[src/rtl/chess_pkg.sv]
// Shared chess clock types: game states and winner codes.
// Used by the turn control stage and the BCD timer stage.
package chess_pkg;

  typedef enum logic [2:0] {
    IDLE,
    RUN_P1,
    RUN_P2,
    PAUSE,
    OVER
  } state_t;

  localparam logic [1:0] WIN_NONE = 2'b00;
  localparam logic [1:0] WIN_P1   = 2'b01;
  localparam logic [1:0] WIN_P2   = 2'b10;
  localparam logic [1:0] WIN_DRAW = 2'b11;

  function automatic logic is_run(state_t s);
    return (s == RUN_P1) || (s == RUN_P2);
  endfunction

endpackage

[src/rtl/btn_debounce.sv]
// Button front end: 2-flop sync, stability debounce, press pulse.
// Ports: clk, reset_n, btn (raw) -> press (one-cycle, registered).
module btn_debounce #(
  parameter int DEBOUNCE_CYCLES = 1_000_000
) (
  input  logic clk,
  input  logic reset_n,
  input  logic btn,
  output logic press
);

  localparam int CW = $clog2(DEBOUNCE_CYCLES + 1);
  localparam logic [CW-1:0] CMAX = CW'(DEBOUNCE_CYCLES - 1);

  logic          s1;
  logic          s2;
  logic          lvl;
  logic          lvl_d;
  logic [CW-1:0] cnt;

  always_ff @(posedge clk or negedge reset_n) begin
    if (!reset_n) begin
      s1    <= 1'b0;
      s2    <= 1'b0;
      lvl   <= 1'b0;
      lvl_d <= 1'b0;
      cnt   <= '0;
      press <= 1'b0;
    end else begin
      s1    <= btn;
      s2    <= s1;
      lvl_d <= lvl;
      press <= lvl & ~lvl_d;
      // any return to the accepted level restarts the stability count
      if (s2 == lvl) begin
        cnt <= '0;
      end else if (cnt == CMAX) begin
        lvl <= s2;
        cnt <= '0;
      end else begin
        cnt <= cnt + 1'b1;
      end
    end
  end

endmodule

[src/rtl/chess_turn_ctrl.sv]
// Chess clock turn control: button front ends, game FSM, 1 s tick.
// Ports: 5 raw buttons, 2 timeout flags in; tick/turn/status out.
module chess_turn_ctrl
  import chess_pkg::*;
#(
  parameter int CLK_HZ          = 50_000_000,
  parameter int DEBOUNCE_CYCLES = 1_000_000
) (
  input  logic       clk,
  input  logic       reset_n,
  input  logic       start_btn,
  input  logic       switch_p1_btn,
  input  logic       switch_p2_btn,
  input  logic       surrender_p1_btn,
  input  logic       surrender_p2_btn,
  input  logic       timeout_p1,
  input  logic       timeout_p2,
  output logic       sec_tick,
  output logic       active_player,
  output logic       running,
  output logic       game_over,
  output logic [1:0] winner
);

  localparam int PW = (CLK_HZ > 1) ? $clog2(CLK_HZ) : 1;
  localparam logic [PW-1:0] PMAX = PW'(CLK_HZ - 1);

  logic start_press;
  logic sw1_press;
  logic sw2_press;
  logic sur1_press;
  logic sur2_press;

  btn_debounce #(.DEBOUNCE_CYCLES(DEBOUNCE_CYCLES)) u_start (
    .clk(clk), .reset_n(reset_n),
    .btn(start_btn), .press(start_press)
  );
  btn_debounce #(.DEBOUNCE_CYCLES(DEBOUNCE_CYCLES)) u_sw1 (
    .clk(clk), .reset_n(reset_n),
    .btn(switch_p1_btn), .press(sw1_press)
  );
  btn_debounce #(.DEBOUNCE_CYCLES(DEBOUNCE_CYCLES)) u_sw2 (
    .clk(clk), .reset_n(reset_n),
    .btn(switch_p2_btn), .press(sw2_press)
  );
  btn_debounce #(.DEBOUNCE_CYCLES(DEBOUNCE_CYCLES)) u_sur1 (
    .clk(clk), .reset_n(reset_n),
    .btn(surrender_p1_btn), .press(sur1_press)
  );
  btn_debounce #(.DEBOUNCE_CYCLES(DEBOUNCE_CYCLES)) u_sur2 (
    .clk(clk), .reset_n(reset_n),
    .btn(surrender_p2_btn), .press(sur2_press)
  );

  state_t        state_q, state_d;
  logic          act_q, act_d;
  logic [1:0]    win_q, win_d;
  logic [PW-1:0] presc_q, presc_d;
  logic          tick_q, tick_d;
  logic          run_q, run_d;
  logic          over_q, over_d;

  logic       own_sw;
  logic       own_tmo;
  logic       any_sur;
  logic [1:0] sur_win;

  assign own_sw  = act_q ? sw2_press : sw1_press;
  assign own_tmo = act_q ? timeout_p2 : timeout_p1;
  assign any_sur = sur1_press | sur2_press;

  always_comb begin
    sur_win = WIN_P1;
    unique case (1'b1)
      sur1_press & sur2_press: sur_win = WIN_DRAW;
      sur1_press & ~sur2_press: sur_win = WIN_P2;
      default: sur_win = WIN_P1;
    endcase
  end

  always_ff @(posedge clk or negedge reset_n) begin
    if (!reset_n) begin
      state_q <= IDLE;
      act_q   <= 1'b0;
      win_q   <= WIN_NONE;
      presc_q <= '0;
      tick_q  <= 1'b0;
      run_q   <= 1'b0;
      over_q  <= 1'b0;
    end else begin
      state_q <= state_d;
      act_q   <= act_d;
      win_q   <= win_d;
      presc_q <= presc_d;
      tick_q  <= tick_d;
      run_q   <= run_d;
      over_q  <= over_d;
    end
  end

  always_comb begin
    state_d = state_q;
    act_d   = act_q;
    win_d   = win_q;
    presc_d = presc_q;
    tick_d  = 1'b0;
    unique case (state_q)
      IDLE: begin
        if (start_press) begin
          state_d = RUN_P1;
          act_d   = 1'b0;
          presc_d = '0;
        end
      end
      RUN_P1, RUN_P2: begin
        // leaving RUN never counts, so the tick is suppressed
        if (own_tmo) begin
          state_d = OVER;
          win_d   = act_q ? WIN_P1 : WIN_P2;
        end else if (any_sur) begin
          state_d = OVER;
          win_d   = sur_win;
        end else if (start_press) begin
          state_d = PAUSE;
        end else if (own_sw) begin
          state_d = act_q ? RUN_P1 : RUN_P2;
          act_d   = ~act_q;
          presc_d = '0;
        end else if (presc_q == PMAX) begin
          presc_d = '0;
          tick_d  = 1'b1;
        end else begin
          presc_d = presc_q + 1'b1;
        end
      end
      PAUSE: begin
        // prescaler held so the partial second carries over
        if (any_sur) begin
          state_d = OVER;
          win_d   = sur_win;
        end else if (start_press) begin
          state_d = act_q ? RUN_P2 : RUN_P1;
        end
      end
      OVER: begin
        if (start_press) begin
          state_d = IDLE;
          act_d   = 1'b0;
          win_d   = WIN_NONE;
          presc_d = '0;
        end
      end
      default: state_d = IDLE;
    endcase
  end

  always_comb begin
    run_d  = is_run(state_d);
    over_d = (state_d == OVER);
  end

  assign sec_tick      = tick_q;
  assign active_player = act_q;
  assign running       = run_q;
  assign game_over     = over_q;
  assign winner        = win_q;

endmodule

[config.mk]
export PLATFORM = sky130hd
export DESIGN_NAME = chess_turn_ctrl
export DESIGN_NICKNAME = d
export VERILOG_FILES = /design/src/rtl/chess_pkg.sv /design/src/rtl/btn_debounce.sv /design/src/rtl/chess_turn_ctrl.sv
export SDC_FILE = /design/constraint.sdc
export NUM_CORES = 1
export LEC_CHECK = 0
export CAP_MARGIN = 40
export CELL_PAD_IN_SITES_DETAIL_PLACEMENT = 1
export CELL_PAD_IN_SITES_GLOBAL_PLACEMENT = 1
export CORE_ASPECT_RATIO = 1.5
export CORE_MARGIN = 4
export CORE_UTILIZATION = 49
export DETAILED_ROUTE_END_ITERATION = 10
export GPL_TIMING_DRIVEN = 0
export HOLD_SLACK_MARGIN = 0.06
export PLACE_DENSITY_LB_ADDON = 0.1
export SETUP_SLACK_MARGIN = 0.1
export SLEW_MARGIN = 20
export SYNTH_ARGS = -nofsm -noshare
export SYNTH_HDL_FRONTEND = slang
export SYNTH_SLANG_ARGS = --single-unit
[constraint.sdc]
create_clock -name clk -period 2.51 [get_ports clk]
set_clock_uncertainty 0.05 [all_clocks]
set_input_delay 0.502 -clock clk [delete_from_list [all_inputs] [get_ports clk]]
set_output_delay 0.502 -clock clk [all_outputs]
set_load 0.01 [all_outputs]
## Word-level counts from Yosys, hierarchy flattened

Cells that the tools add are included.

| word-level totals | value |
|---|---|
| flip-flop bits (word level) | 160 |
| bits of input ports | 9 |
| output and inout bits | 6 |
| word-level logic and storage cells | 149 |

| cells by class | value |
|---|---|
| add/sub/neg operators | 6 |
| eq/ne operators | 24 |
| mux-type cells | 48 |
| bitwise gates (word level) | 20 |
| reductions and logical operators | 14 |

Operators by type and width:

| operator | count |
|---|---|
| $mux 20 | 10 |
| $mux 26 | 6 |
| $add 20x1->20 const B | 5 |
| $eq 20x20->1 const B | 5 |
| $pmux 26 s2 | 1 |
| $add 26x1->26 const B | 1 |
| $eq 26x26->1 const B | 1 |
| $mux 3 | 8 |
| $mux 1 | 13 |
| $mux 2 | 6 |
| $not 1->1 | 12 |
| $pmux 3 s4 | 1 |
| $reduce_and 2->1 | 6 |
| $eq 3x2->1 const B | 3 |
| $ne 2x2->1 const B | 4 |
| $and 1x1->1 | 7 |
| $eq 3x1->1 const B | 2 |
| $eq 3x3->1 const B | 2 |
| $pmux 2 s3 | 1 |
| $reduce_and 6->1 | 1 |
| $eq 1x1->1 | 5 |
| $reduce_and 5->1 | 1 |
| $ne 2x1->1 const B | 2 |
| $pmux 2 s2 | 1 |
| 7 further kinds | 8 |

## Logic depth before layout (Yosys ltp)

| logic depth | value |
|---|---|
| depth in word-level cells | 8 |
| depth in mapped cells | 8 |
| gate-level depth less buffers | 6 |

## Modules after synthesis

From an unflattened synthesis, not the netlist that was laid out.

| second synthesis, totals | value |
|---|---|
| cells, all modules | 795 |
| area, all modules | 8005.2 sq um |

Modules (own cells, without submodules):

| module | times used | cells each | area an instance (sq um) | seq. area each (sq um) |
|---|---|---|---|---|
| btn_debounce | 5 | 111 | 1171.1 | 625.6 |
| chess_turn_ctrl | 1 | 240 | 2149.6 | 875.8 |

## Least setup slack after synthesis

No wires, ideal clock.

| timing | value |
|---|---|
| path kind | flip-flop to flip-flop |
| from | register presc_q[7] |
| to | register presc_q[1] |
| setup time | 0.122 ns |
| data arrival time | 1.830 ns |
| slack | 0.508 ns |
| stages on the path, launching flop included | 6 |
| buffers on the path | 1 |
| period minus slack after synthesis | 2.002 ns |
| path through | dfrtp_1 -> or4b_1 -> nor4_2 -> nand4_2 -> buf_4 -> a32o_1 |

| on the way | value |
|---|---|
| longest elaborated chain between the ends | 7 |

Ends and longest elaborated chain:

| what | line | text |
|---|---|---|
| start: declaration | chess_turn_ctrl.sv:58 | `logic [PW-1:0] presc_q, presc_d;` |
| start signal: assignment | chess_turn_ctrl.sv:94 | `presc_q <= presc_d;` |
| $eq 26x26->1 | chess_turn_ctrl.sv:129 | `end else if (presc_q == PMAX) begin` |
| $mux 26 | chess_turn_ctrl.sv:129 |  |
| $mux 26 | chess_turn_ctrl.sv:125 | `end else if (own_sw) begin` |
| $mux 26 | chess_turn_ctrl.sv:123 | `end else if (start_press) begin` |
| $mux 26 | chess_turn_ctrl.sv:120 | `end else if (any_sur) begin` |
| $mux 26 | chess_turn_ctrl.sv:117 | `if (own_tmo) begin` |
| $pmux 26 s2 | chess_turn_ctrl.sv:107 | `unique case (state_q)` |

No other way between the ends. The select of a mux whose other input is x is not followed.
A chain may end at the register's enable or synchronous reset.

## Worst setup path after layout

| timing | value |
|---|---|
| from | register presc_q[16] |
| to | register presc_q[16] |

| on the way | value |
|---|---|
| longest elaborated chain between the ends | 7 |

Ends and longest elaborated chain:

| what | line |
|---|---|
| $add 26x1->26 / $eq 26x26->1 (equally long branches) | chess_turn_ctrl.sv:133, chess_turn_ctrl.sv:129 |
| $mux 26 (*) | chess_turn_ctrl.sv:129 |
| $mux 26 (*) | chess_turn_ctrl.sv:125 |
| $mux 26 (*) | chess_turn_ctrl.sv:123 |
| $mux 26 (*) | chess_turn_ctrl.sv:120 |
| $mux 26 (*) | chess_turn_ctrl.sv:117 |
| $pmux 26 s2 (*) | chess_turn_ctrl.sv:107 |

Every way passes the cells marked *; elsewhere a longest branch is shown, timed or not. The select of a mux whose other input is x is not followed.

==> key figures <==
Clock network
  • CTS max path bufs: 2
  • Worst-path clk slew: approximately 0.06 ns
  • Max H-tree Level: 4
  • CTS tree: yes
  • Worst-Skew Late Latency: roughly 0.42 ns
  • Root buf cell: clkbuf_16
  • Num Clock Sinks: 160
  • Num CTS Buffers: 17

Global routing
  • Congestion Overflow GR: 0
  • Number of global-route vias before repair: 6623
  • Gr usage total: between 20% and 30%
  • Global-route wire length before repair: 32.5 mm
  • Largest net degree at the start of global routing: between 90 and 100
  • Initial antenna violation count: 0

Synth
  • Mux contribution to synthesized area: roughly 1.5%
  • Post-synth cell types: 51
  • Seq/Total Area, Yosys: between 50% and 60%
  • Ys flop type: dfrtp_1
  • Mapped Area: slightly below 8000 um^2
  • Synth Register Bits: 160
  • Main combinational cell family by area after synthesis: simple AND/OR/NAND/NOR gates
  • Post-synth EDFFs: 0
  • Synthesized Nets: just over 800
  • Syn Area/Cell: approximately 9.8 um^2
  • Asr flop ratio synth: 100%
  • Number of synthesis warnings: 0
  • XOR/XNOR Fraction of Synth Area: 10.6%
  • Synth Area in Adders: 0.965%
  • Simple-gate share of the synthesized area: between 20% and 30%
  • Synth Instances: approximately 790
  • Compound-Gate Fraction of Synth Area: between 6 and 7%

Power
  • Reg power frac: 48.7%
  • Switching part of the total: between 20% and 30%
  • Switching power: ~1.2 mW
  • Clk pwr share: about half
  • Combinational Power Share: under 10%
  • Internal Power: 4.25 mW
  • Peak VDD IR: 0.358 mV
  • Leakage: between 3 and 4 nW
  • Pwr dens: 614 nW/um^2

Routing
  • Antenna viol nets, final: 0
  • Drt pass-1 iters: 6
  • Wirelength per Cell: ~18 um
  • Metal3 WL: between 400 and 500 um
  • # DRC: 0
  • Final WL: between 15 and 20 mm
  • Wire length on met2: 10.2 mm
  • DR iter-0 viols: around 230
  • Routed met1 length: ~7.7 mm
  • Top Layer Used: met4
  • Via count: approximately 6000
  • Via density: between 5 and 6

Critical path
  • Register-to-register setup slack: between 0.2 and 0.25 ns
  • Critical Path End Type: register
  • CP required: 2.75 ns
  • CP startpoint kind: register
  • Setup Crit Path Kind: reg2reg
  • Critical Path AT: 2.52 ns
  • Worst Path Max Fanout: 10

Cells and area
  • Layout fillers: approximately 1700
  • Syn-to-layout area delta: 13.6%
  • Final #Nets: ~840
  • ANT cells: 0
  • Layout cells sized above 1: a little under a tenth

STA
  • Fin. max-slew vios: 0
  • Fin crit period: between 2 and 2.5 ns
  • Fin crit share: 90.8%
  • Final setup fails: 0
  • Final hold slack: between 0.2 and 0.3 ns
  • Worst slew pin tran: around 0.8 ns
  • Slew HR: 45.0%
  • Final Hold Fails: 0
  • Final setup TNS: 0 ns
  • Fmax achieved: 439 MHz
  • RSZ-0062 raised after global routing: yes

Placement
  • # port buffers: 14
  • GPL Wtd Cong: roughly 0.83
  • Post-DP HPWL: between 10 and 15 mm

Hold path
  • Min-Delay Path Class: reg2reg

Floorplanning
  • Die H: ~160 um
  • Die width: 111 um
  • Core ar.: 15600 um^2
  • Die Area: around 18000 um^2
  • Starting Density: 49.8%
  • Std-Cell Rows: 56
  • Num ports: 15

Run status
  • Outcome: completed

Job
  • Max_cap viols: 0
## kinds of logic (layout without fill, tap and decap cells)
kind of cell | Yosys count | count (layout)
AO/OA/AOI/OAI | 78 | 78
XOR/XNOR | 94 | 94
adder cells (fa/ha/maj) | 6 | 6
buffers and inverters | 55 | 102
flip-flops | 160 | 160
multiplexers | 11 | 11
AND/OR/NAND/NOR | 390 | 390
## layout by cell type, fill, tap and decap left out, types with 3 or more instances in the layout
cell	netlist	final
nand4_1	31	31
inv_1	23	23
o21ai_0	10	10
buf_2	14	12
and4_1	11	11
nor2_1	125	125
o31ai_1	4	4
nor2b_1	9	9
nor4_1	16	12
nand3b_1	5	5
bufinv_16	0	3
and2_1	3	3
ha_1	6	6
xor2_1	50	50
or3_1	5	5
nand3_1	78	78
clkbuf_1	14	15
mux2i_1	3	3
clkbuf_2	0	4
and3_1	18	18
or4_1	6	6
clkdlybuf4s50_1	0	13
dfrtp_1	160	160
clkbuf_16	0	17
mux2_2	8	8
a31oi_1	37	37
nor4_2	2	6
o22ai_1	4	4
a21oi_1	11	11
nor3_1	18	18
nand2_1	39	39
xnor2_1	44	44
buf_4	3	5
nor4b_1	5	5
or2_2	8	8
## cell usage after synthesis, types with 4 or more instances
cell type / number / share of area [%]
dfrtp_1: 160 / 51
and4_1: 11 / 1.2
clkbuf_1: 14 / 0.68
a31oi_1: 37 / 3.0
nor3_1: 18 / 1.2
a21oi_1: 11 / 0.71
mux2_2: 8 / 1.2
nand4_1: 31 / 2.5
or4_1: 6 / 0.58
or2_2: 8 / 0.64
nand3b_1: 5 / 0.48
inv_1: 23 / 1.1
o31ai_1: 4 / 0.39
nand2_1: 39 / 1.9
and3_1: 18 / 1.4
nor4_1: 16 / 1.3
or3_1: 5 / 0.40
o22ai_1: 4 / 0.32
xor2_1: 50 / 5.6
o21ai_0: 10 / 0.64
ha_1: 6 / 0.97
nor2b_1: 9 / 0.72
nand3_1: 78 / 5.0
nor2_1: 125 / 6.0
xnor2_1: 44 / 5.0
buf_2: 14 / 0.90
nor4b_1: 5 / 0.56
## cell type report
cell class / instances / area [um^2] / area share, %
Sequential cell: 160 / 4000 / 45.3
Clock buffer: 23 / 458 / 5.18
Clock inverter: 9 / 133 / 1.50
Inverter: 23 / 86.3 / 0.977
Timing Repair Buffer: 16 / 183 / 2.07
Multi-Input combinational cell: 579 / 3570 / 40.4
Buffer: 31 / 155 / 1.76
Tap cell: 203 / 254 / 2.87
## per-stage QoR
| step | worst slack (ns) | std cells | cell area, um^2 | utilization [%] | power [mW] |
|---|---|---|---|---|---|
| floorplan | 0.508 | 794 | 7780 | - | 2.75 |
| global placement | -5.46 | 1011 | 8170 | 52.3 | 2.84 |
| detailed placement | 0.00856 | 1012 | 8210 | 52.5 | 2.86 |
| CTS | 0.114 | 1045 | 8810 | 56.4 | 5.48 |
| global route | 0.0737 | 1044 | 8840 | 56.6 | 5.62 |
| finish | 0.231 | 1044 | 8840 | 56.6 | 5.43 |
## critical path, stage by stage (launching register included)
cell	delay (ns)
dfrtp_1	0.45
or4_1	0.57
nor4_2	0.30
nand4_2	0.24
buf_4	0.27
a31oi_1	0.17
o22ai_1	0.10
## sequential cells by signal (all words and copies together), names as in the netlist, 2 cells and up
name and cells:
presc_q 26, state_q 3, u_start.cnt 20, u_sur1.cnt 20, u_sur2.cnt 20, u_sw1.cnt 20
u_sw2.cnt 20, winner 2
## metal layers
metal | up-vias | global-route usage [%]
met5 | - | 0
met4 | 0 | 8.52
met3 | 27 | 3.69
met2 | 69 | 41.0
met1 | 3040 | 25.3
li1 | 2884 | -
## power by group through the flow
stage	Clock [mW]	Combinational [mW]	Sequential, mW
3_3_place_gp	0	0.151	2.69
5_1_grt	2.79	0.185	2.65
6_report	2.63	0.159	2.65
4_1_cts	2.67	0.167	2.65
3_5_place_dp	0	0.165	2.69
2_1_floorplan	0	0.0708	2.68
## worst paths after layout
kind / from / endpoint / depth (start not counted)
setup / recovery: presc_q[16]$_DFFE_PN0P_ / presc_q[16]$_DFFE_PN0P_ / 6
hold / removal: u_sur1.s1$_DFF_PN0_ / u_sur1.s2$_DFF_PN0_ / 0
setup reg to reg: presc_q[16]$_DFFE_PN0P_ / presc_q[16]$_DFFE_PN0P_ / 6
hold reg to reg: u_sur1.s1$_DFF_PN0_ / u_sur1.s2$_DFF_PN0_ / 0
max in group asynchronous: reset_n / presc_q[23]$_DFFE_PN0P_ / 3
min in group asynchronous: reset_n / u_sw2.cnt[4]$_DFF_PN0_ / 2
## what timing repair did
action | 4_1_cts | 5_1_grt
hold endpoints to repair | 63 | 0
gates cloned | 0 | 0
pin swaps | 0 | 1
hold buffers | 1 | 0
resized for setup | 1 | 16
setup endpoints to repair | 6 | 26
setup buffers | 0 | 0
(Power assumes the default switching activity.)
